File: src/rtl/disp_arb_pkg.sv
// Shared types and constants for the display ownership arbiter and its button front end.
package disp_arb_pkg;

    typedef enum logic [1:0] {
        S_REACT  = 2'd0,
        S_BLANK  = 2'd1,
        S_SCROLL = 2'd2
    } state_e;

    typedef enum logic {
        OWN_REACT  = 1'b0,
        OWN_SCROLL = 1'b1
    } owner_e;

    localparam logic [6:0] BLANK_SEGS = 7'h7F;
    localparam logic [7:0] BLANK_AN   = 8'hFF;

    // Counter width for a count range of 0..n-1, never narrower than one bit.
    function automatic int unsigned cnt_width(input int unsigned n);
        if (n > 1) begin
            return $clog2(n);
        end
        return 1;
    endfunction

endpackage

File: src/rtl/button_debounce.sv
// Synchronizes and debounces a raw push button; emits a one-cycle pulse on each accepted press.
module button_debounce
    import disp_arb_pkg::*;
#(
    parameter int unsigned DEBOUNCE_CYCLES = 1_000_000
) (
    input  logic clk_100MHz,
    input  logic reset,
    input  logic btn_in,
    output logic btn_level,
    output logic btn_rise
);

    localparam int unsigned CW = cnt_width(DEBOUNCE_CYCLES);
    localparam logic [CW-1:0] CNT_MAX = CW'(DEBOUNCE_CYCLES - 1);

    logic          sync1_q, sync2_q;
    logic          level_q, rise_q;
    logic [CW-1:0] cnt_q;

    // level_q resets high so a button held through reset must be released before it can fire.
    always_ff @(posedge clk_100MHz or posedge reset) begin
        if (reset) begin
            sync1_q <= 1'b0;
            sync2_q <= 1'b0;
            level_q <= 1'b1;
            rise_q  <= 1'b0;
            cnt_q   <= '0;
        end else begin
            sync1_q <= btn_in;
            sync2_q <= sync1_q;
            rise_q  <= 1'b0;
            if (sync2_q != level_q) begin
                if (cnt_q == CNT_MAX) begin
                    level_q <= sync2_q;
                    rise_q  <= sync2_q;
                    cnt_q   <= '0;
                end else begin
                    cnt_q <= cnt_q + CW'(1);
                end
            end else begin
                cnt_q <= '0;
            end
        end
    end

    assign btn_level = level_q;
    assign btn_rise  = rise_q;

endmodule

File: src/rtl/display_owner_arbiter.sv
// Hands the 8-digit display between the reaction timer and the scroller, blanking on every
// ownership change, with debounced manual toggle, idle auto-scroll and game-start preemption.
module display_owner_arbiter
    import disp_arb_pkg::*;
#(
    parameter int unsigned DEBOUNCE_CYCLES = 1_000_000,
    parameter int unsigned BLANK_CYCLES    = 100_000,
    parameter int unsigned IDLE_CYCLES     = 1_000_000_000,
    parameter bit          AUTO_SCROLL     = 1'b1
) (
    input  logic       clk_100MHz,
    input  logic       reset,
    input  logic       mode_btn,
    input  logic       react_active,
    input  logic [6:0] react_segs,
    input  logic [7:0] react_an,
    input  logic       react_point,
    input  logic [6:0] scroll_segs,
    input  logic [7:0] scroll_an,
    output logic       scroll_enb,
    output logic       owner,
    output logic [6:0] segs_1,
    output logic [7:0] an,
    output logic       point
);

    localparam int unsigned BW = cnt_width(BLANK_CYCLES);
    localparam int unsigned IW = cnt_width(IDLE_CYCLES);
    localparam logic [BW-1:0] BLANK_MAX = BW'(BLANK_CYCLES - 1);
    localparam logic [IW-1:0] IDLE_MAX  = IW'(IDLE_CYCLES - 1);

    logic          mode_level, mode_rise, toggle;
    logic          react_q, react_rise, idle_hit;
    state_e        state_q, state_d;
    owner_e        target_q, target_d;
    logic [BW-1:0] blank_cnt_q;
    logic [IW-1:0] idle_cnt_q;

    button_debounce #(
        .DEBOUNCE_CYCLES(DEBOUNCE_CYCLES)
    ) u_mode_btn (
        .clk_100MHz(clk_100MHz),
        .reset     (reset),
        .btn_in    (mode_btn),
        .btn_level (mode_level),
        .btn_rise  (mode_rise)
    );

    assign toggle     = mode_rise & mode_level;
    assign react_rise = react_active & ~react_q;
    assign idle_hit   = AUTO_SCROLL && (idle_cnt_q == IDLE_MAX) && !react_active;

    always_comb begin
        state_d  = state_q;
        target_d = target_q;
        unique case (state_q)
            S_REACT: begin
                // A toggle during a game is dropped, not deferred.
                if ((toggle && !react_active) || idle_hit) begin
                    state_d  = S_BLANK;
                    target_d = OWN_SCROLL;
                end
            end
            S_SCROLL: begin
                if (toggle || react_rise) begin
                    state_d  = S_BLANK;
                    target_d = OWN_REACT;
                end
            end
            S_BLANK: begin
                if (react_rise) begin
                    target_d = OWN_REACT;
                end
                if (blank_cnt_q == BLANK_MAX) begin
                    state_d = (target_d == OWN_SCROLL) ? S_SCROLL : S_REACT;
                end
            end
            default: state_d = S_REACT;
        endcase
    end

    always_ff @(posedge clk_100MHz or posedge reset) begin
        if (reset) begin
            state_q     <= S_REACT;
            target_q    <= OWN_REACT;
            react_q     <= 1'b0;
            blank_cnt_q <= '0;
            idle_cnt_q  <= '0;
            owner       <= OWN_REACT;
            scroll_enb  <= 1'b0;
            segs_1      <= BLANK_SEGS;
            an          <= BLANK_AN;
            point       <= 1'b1;
        end else begin
            state_q  <= state_d;
            target_q <= target_d;
            react_q  <= react_active;

            if (state_q == S_BLANK && state_d == S_BLANK) begin
                blank_cnt_q <= blank_cnt_q + BW'(1);
            end else begin
                blank_cnt_q <= '0;
            end

            if (state_q == S_REACT && state_d == S_REACT && !react_active && !toggle) begin
                if (idle_cnt_q != IDLE_MAX) begin
                    idle_cnt_q <= idle_cnt_q + IW'(1);
                end
            end else begin
                idle_cnt_q <= '0;
            end

            // Pins are driven from the next state so they change on the same edge as ownership.
            unique case (state_d)
                S_REACT: begin
                    segs_1     <= react_segs;
                    an         <= react_an;
                    point      <= react_point;
                    owner      <= OWN_REACT;
                    scroll_enb <= 1'b0;
                end
                S_SCROLL: begin
                    segs_1     <= scroll_segs;
                    an         <= scroll_an;
                    point      <= 1'b1;
                    owner      <= OWN_SCROLL;
                    scroll_enb <= 1'b1;
                end
                default: begin
                    segs_1     <= BLANK_SEGS;
                    an         <= BLANK_AN;
                    point      <= 1'b1;
                    scroll_enb <= 1'b0;
                end
            endcase
        end
    end

endmodule

File: config.mk
export PLATFORM = sky130hd
export DESIGN_NAME = display_owner_arbiter
export DESIGN_NICKNAME = d
export VERILOG_FILES = /design/src/rtl/disp_arb_pkg.sv /design/src/rtl/button_debounce.sv /design/src/rtl/display_owner_arbiter.sv
export SDC_FILE = /design/constraint.sdc
export NUM_CORES = 1
export LEC_CHECK = 0
export BUFFER_PORTS_ARGS = -buffer_cell sky130_fd_sc_hd__buf_4
export CAP_MARGIN = 20
export CORE_MARGIN = 4
export CORE_UTILIZATION = 40
export CTS_CLUSTER_SIZE = 24
export DETAILED_ROUTE_END_ITERATION = 7
export PLACE_DENSITY = 0.57
export SYNTH_ARGS = -nofsm -noshare
export SYNTH_HDL_FRONTEND = slang
export SYNTH_SLANG_ARGS = --single-unit
export TNS_END_PERCENT = 50
File: constraint.sdc
create_clock -name clk_100MHz -period 2.7 [get_ports clk_100MHz]
set_input_delay 0.135 -clock clk_100MHz [delete_from_list [all_inputs] [get_ports clk_100MHz]]
set_output_delay 0.135 -clock clk_100MHz [all_outputs]
set_load 0.005 [all_outputs]
Word level (Yosys, flattened, before mapping):

Cells that the tools add are included.

* multiplexer cells: 22
* reduce and logical (&&, ||, !) cells: 16
* bitwise logic cells: 3
* $add $sub $neg: 3
* equal/unequal tests: 12

Operator list (number)
* 2-to-1 mux 30 bit: 2
* 2-to-1 mux 20 bit: 2
* adder 30 x 1 -> 30 bit, second input constant: 1
* equality test 30 bit, second input constant: 1
* != test 30 bit, second input constant: 1
* adder 20 x 1 -> 20 bit, second input constant: 1
* equality test 20 bit, second input constant: 1
* adder 17 x 1 -> 17 bit, second input constant: 1
* equality test 17 bit, second input constant: 1
* 2-to-1 mux 17 bit: 1
* case mux 8 bit (2 select lines): 1
* case mux 7 bit (2 select lines): 1
* 2-to-1 mux 1 bit: 8
* 2-to-1 mux 2 bit: 4
* logical AND 1 bit: 6
* case mux 2 bit (3 select lines): 1
* equality test 2 x 1 -> 1 bit, second input constant: 2
* equality test 2 bit, second input constant: 2
* logical NOT 2 bit: 2
* != test 2 bit, second input constant: 2
* case mux 1 bit (3 select lines): 1
* AND reduction 3 bit: 1
* nonzero test 3 bit: 1
* AND 1 bit: 2
* 8 further kinds: 10

* output and inout port bits: 18
* logic and storage cells: 71
* register bits: 93

Longest topological paths before layout:

* depth in word-level cells: 12
* gate-level depth with buffers: 8
* gate-level depth less buffers: 6

By module:

From an unflattened synthesis, not the netlist that was laid out.

* cells, all modules: 410
* area, all modules: 4506.8 sq um

By module, submodules not included
* display_owner_arbiter: area an instance 3316.9 sq um, cells an instance 302, seq. area each 1746.7 sq um, times used 1
* button_debounce: area an instance 1189.9 sq um, cells an instance 108, seq. area each 601.8 sq um, times used 1

Least setup slack after synthesis:

Ideal clock, no wire load.

* path kind: register -> register
* start: register u_mode_btn.cnt_q[0]
* end: register u_mode_btn.cnt_q[10]
* slack: 0.639 ns
* arrival: 1.942 ns
* library setup time: 0.119 ns
* data required time: 2.581 ns
* clock period less this slack: 2.061 ns
* cell stages (with the launch flop): 8
* cell sequence: dfrtp_1 -> ha_1 -> nand4_1 -> or2_2 -> or4_4 -> nand2_2 -> buf_4 -> nor2_1

* word-level cells in the longest chain between the ends: 3
* elaborated cells on any way between the ends: 4

RTL lines
* start: declaration: line button_debounce.sv:19 `logic [CW-1:0] cnt_q;`
* start signal: assignment: line button_debounce.sv:39 `cnt_q <= cnt_q + CW'(1);`
* adder 20 x 1 -> 20 bit or equality test 20 bit (tied branches): line button_debounce.sv:39, button_debounce.sv:34
* 2-to-1 mux 20 bit *: line button_debounce.sv:34 `if (cnt_q == CNT_MAX) begin`
* 2-to-1 mux 20 bit *: line button_debounce.sv:33 `if (sync2_q != level_q) begin`

Every way passes the cells marked *; elsewhere a longest branch is shown, timed or not.
A chain may end at the register's enable or synchronous reset.

Final worst setup path:

* start: register idle_cnt_q[12]
* end: register idle_cnt_q[7]

* word-level cells in the longest chain between the ends: 10
* elaborated cells on any way between the ends: 12

RTL lines
* start: declaration: line display_owner_arbiter.sv:37 `logic [IW-1:0] idle_cnt_q;`
* start signal: assignment: line display_owner_arbiter.sv:107 `idle_cnt_q <= idle_cnt_q + IW'(1);`
* equality test 30 bit: line display_owner_arbiter.sv:51 `assign idle_hit = AUTO_SCROLL && (idle_cnt_q == IDLE_MAX) && !react_active;`
* logical AND 1 bit: line display_owner_arbiter.sv:51
* logical OR 1 bit: line display_owner_arbiter.sv:59 `if ((toggle && !react_active) || idle_hit) begin`
* 2-to-1 mux 2 bit: line display_owner_arbiter.sv:59
* case mux 2 bit (3 select lines): line display_owner_arbiter.sv:56 `unique case (state_q)`
* logical NOT 2 bit: line display_owner_arbiter.sv:105 `if (state_q == S_REACT && state_d == S_REACT && !react_active && !toggle) begin`
* logical AND 1 bit (3 in a row): line display_owner_arbiter.sv:105
* != test 2 x 1 -> 1 bit (no line) or 2-to-1 mux 30 bit (tied branches)

Parallel ways exist; a longest one is shown, timed or not.

==> results.py <==
metrics = {
    "pwr": {
        "seqPwrFrac_pct": 52.3,
        "ir_worst_vdd_v": 0.000293,
        "p_comb_share_pct": 4.6,
        "intPower_uw": 2120,
        "netSwitchingFraction_pct": 21.0,
        "power_switching_uw": 562,
        "leakage_uw": 0.00227,
        "clkPwrFrac_pct": 43.1,
        "power_density_nw_per_um2": 493,
        "finalPower_uw": 2680,
    },
    "critical_path": {
        "rrSetupSlack_ns": 0.45,
        "worst_setup_path_start_kind": "flop",
        "timing.rr.end": "idle_cnt_q[7]",
        "crit_family": "simple AND/OR/NAND/NOR gates",
        "crit_fanout": 29,
        "worstPathRequired_ns": 2.92,
        "slowest_delay_ns": 0.57,
        "crit_buf_inv": 0,
        "crit_arrival_ns": 2.47,
        "rr_worst_depth": 4,
        "regToRegStartpoint": "idle_cnt_q[12]",
        "path_class": "reg -> reg",
        "critPathSlowestCell": "or4_4",
        "endpoint_kind": "flop",
        "path_cells": "or4_4 > nor4_4 > a21o_2 > nor2_1",
    },
    "yosys": {
        "synth-xor-area-share_pct": 11.6,
        "synth.avg_cell_area_um2": 10.6,
        "yosysSeqAreaShare_pct": 54.4,
        "synth_compound_area_share_pct": 6.86,
        "ys_seq_elements": 93,
        "synth_top_area_share_pct": 44.0,
        "synthFlopType": "dfrtp_1",
        "async_flop_share_pct": 100,
        "synth_top_family_by_area": "simple AND/OR/NAND/NOR gates",
        "syn_area_um2": 4320,
        "synth.mux.area_fraction_pct": 0.261,
        "syn-num-nets": 445,
        "synth_edf_count": 0,
        "synth-simple-area-share_pct": 23.5,
        "synth_cell_types": 44,
        "synth_area_leaders": "dfrtp_1 (44%), dfstp_2 (10%), xor2_1 (6.9%)",
        "ys_warn_count": 0,
        "synth_cells": 407,
        "synth_fa_ha_area_share_pct": 0.869,
        "synth_top_area_cell": "dfrtp_1",
    },
    "finish": {
        "mostFrequentLayoutCell": "dfrtp_1",
        "syn2layout_area_growth_pct": 25.9,
        "post-route-util_pct": 52.2,
        "final_cell_mix": "dfrtp_1 (76), nor2_1 (75), buf_4 (56)",
        "final_area_um2": 5440,
        "antennaDiodeCount": 0,
        "drive_gt1_share_pct": 23.8,
        "final_nets": 537,
    },
    "floorplan": {
        "die_w_um": 112,
        "num_rows": 37,
        "die_h_um": 112,
        "start_util_pct": 41.5,
        "die_area_um2": 12500,
        "core_area_um2": 10400,
        "ioPinCount": 53,
    },
    "timing": {
        "fin_setup_tns_ns": 0,
        "slew_violations": 0,
        "setup_violations": 0,
        "slew_headroom_pct": 47.0,
        "worst_slack_ns": 0.449,
        "finalClockSkew_ns": 0.00998,
        "hold_viol_final": 0,
        "min_period_over_period_pct": 83.4,
        "tightestPinTransition_ns": 0.788,
        "fmax_mhz": 444,
        "rsz0062_at_grt": "no",
        "period_needed_ns": 2.25,
    },
    "route": {
        "initialDrtViolationCount": 143,
        "routed_via_density": 5.00,
        "drc_errors": 0,
        "avgRoutedWirePerCell_um": 13.4,
        "postRouteAntennaNets": 0,
        "vias": 3198,
        "first_pass_iters": 4,
        "wirelength_um": 8600,
    },
    "grt": {
        "grt_pass1_vias": 3334,
        "grt_max_degree": 83,
        "overflow": 0,
        "grt_pass1_wl_um": 15500,
        "grt_antenna_before_repair": 0,
        "grt_use_total_pct": 14.9,
    },
    "placed_design": {
        "post-place-ws_ns": 0.429,
        "portBuffers": 52,
        "hpwlAfterDp_um": 5510,
        "gp_congestion": 0.794,
        "place_area_um2": 4860,
    },
    "clocking": {
        "clk_pin_slew_ns": 0.09,
        "clockRootBuffer": "clkbuf_8",
        "clock-sinks": 93,
        "cts-htree-levels": 3,
        "post_cts_buffers": 0,
        "cts_tree": "yes",
        "cts_buffers": 9,
        "clk_latency_ns": 0.36,
        "post_cts_resized": 0,
        "cts_buffer_depth": 2,
    },
    "hold_path": {
        "hold_end": "an[3]",
        "hold_class": "in -> reg",
        "holdPathStages": 2,
        "worstHoldStart": "scroll_an[3]",
    },
    "outcome": {
        "status": "finished clean",
    },
    "flow_run": {
        "cap_violations": 0,
    },
}
## how the worst max path moves through the flow
stage,startpoint,cells past startpoint,endpoint,slack (ns)
finish,idle_cnt_q[12],4,idle_cnt_q[7],0.45
global route,u_mode_btn.cnt_q[0],6,u_mode_btn.cnt_q[2],0.27
CTS,idle_cnt_q[12],4,idle_cnt_q[3],0.42
detailed placement,idle_cnt_q[12],4,idle_cnt_q[3],0.43
global placement,idle_cnt_q[12],4,idle_cnt_q[3],0.46
floorplan,reset,1,blank_cnt_q[0],0.17
## power groups by stage
| stage | logic (µW) | registers (µW) | clock network, µW |
|---|---|---|---|
| finish | 123 | 1400 | 1160 |
| global route | 137 | 1410 | 1270 |
| CTS | 123 | 1400 | 1190 |
| detailed placement | 86.4 | 1430 | 0 |
| global placement | 85.8 | 1430 | 0 |
| floorplan | 33.7 | 1430 | 0 |
## sequential cells by signal (all words and copies together), names as in the netlist
name                  flops
an                        8
blank_cnt_q              17
idle_cnt_q               30
owner                     1
point                     1
react_q                   1
scroll_enb                1
segs_1                    7
state_q                   2
target_q                  1
u_mode_btn.btn_level      1
u_mode_btn.btn_rise       1
u_mode_btn.cnt_q         20
u_mode_btn.sync1_q        1
u_mode_btn.sync2_q        1
## routing by layer
metal,part of all wire (%),global-route usage [%],vias up
met5,0,0,-
met4,1.8,6.57,0
met3,5.1,3.75,11
met2,44,22.6,64
met1,49,20.1,1527
li1,-,-,1596
## worst reg2reg max path: stages (launching register included)
cell and delay (ns):
dfrtp_1 0.43, or4_4 0.57, nor4_4 0.44, a21o_2 0.55, nor2_1 0.13
## Yosys cell counts (2+ instances only)
master and number:
dfstp_2 17, or4_4 2, nand2_1 28, ha_1 3, buf_6 4, a31oi_1 2
a21o_1 2, xnor2_1 23, nand3_2 2, nand4_1 19, buf_4 2, a21oi_1 8
and2_1 3, or3_1 3, nor4_4 2, xor2_1 34, inv_1 11, nand3_1 21
nand4b_1 3, and3_1 12, o21ai_0 4, nor3_1 4, or2_2 3, o22a_2 15
a211oi_1 2, dfrtp_1 76, and4_1 4, nor2_1 75, nor4_1 8
## metrics by stage
stage | cells | hold slack, ns
floorplan | 407 | 0.166
global placement | 592 | 0.0533
detailed placement | 592 | 0.0589
CTS | 640 | 0.00236
global route | 640 | 0.00691
finish | 640 | 0.0311
## layout make-up
type                    count  area (µm²)
multi-input cells         295        1860
clock inverters             6         119
flip-flops and latches     93        2350
fillers                   911        4970
clock buffers              10         138
well taps                 136         170
inverters                  11        43.8
repair buffers             89         761
## what timing repair did
action / 4_1_cts / 5_1_grt
endpoints found under the setup margin: 0 / 0
hold endpoints to repair: 29 / 0
hold buffers: 32 / 0
## logic make-up after synthesis
logic type               Yosys count
XOR/XNOR                          57
AO/OA/AOI/OAI                     38
flip-flops                        93
multiplexers                       1
adder cells (fa/ha/maj)            3
buffers and inverters             19
AND/OR/NAND/NOR                  196
Power figures use the tool's default switching activity.
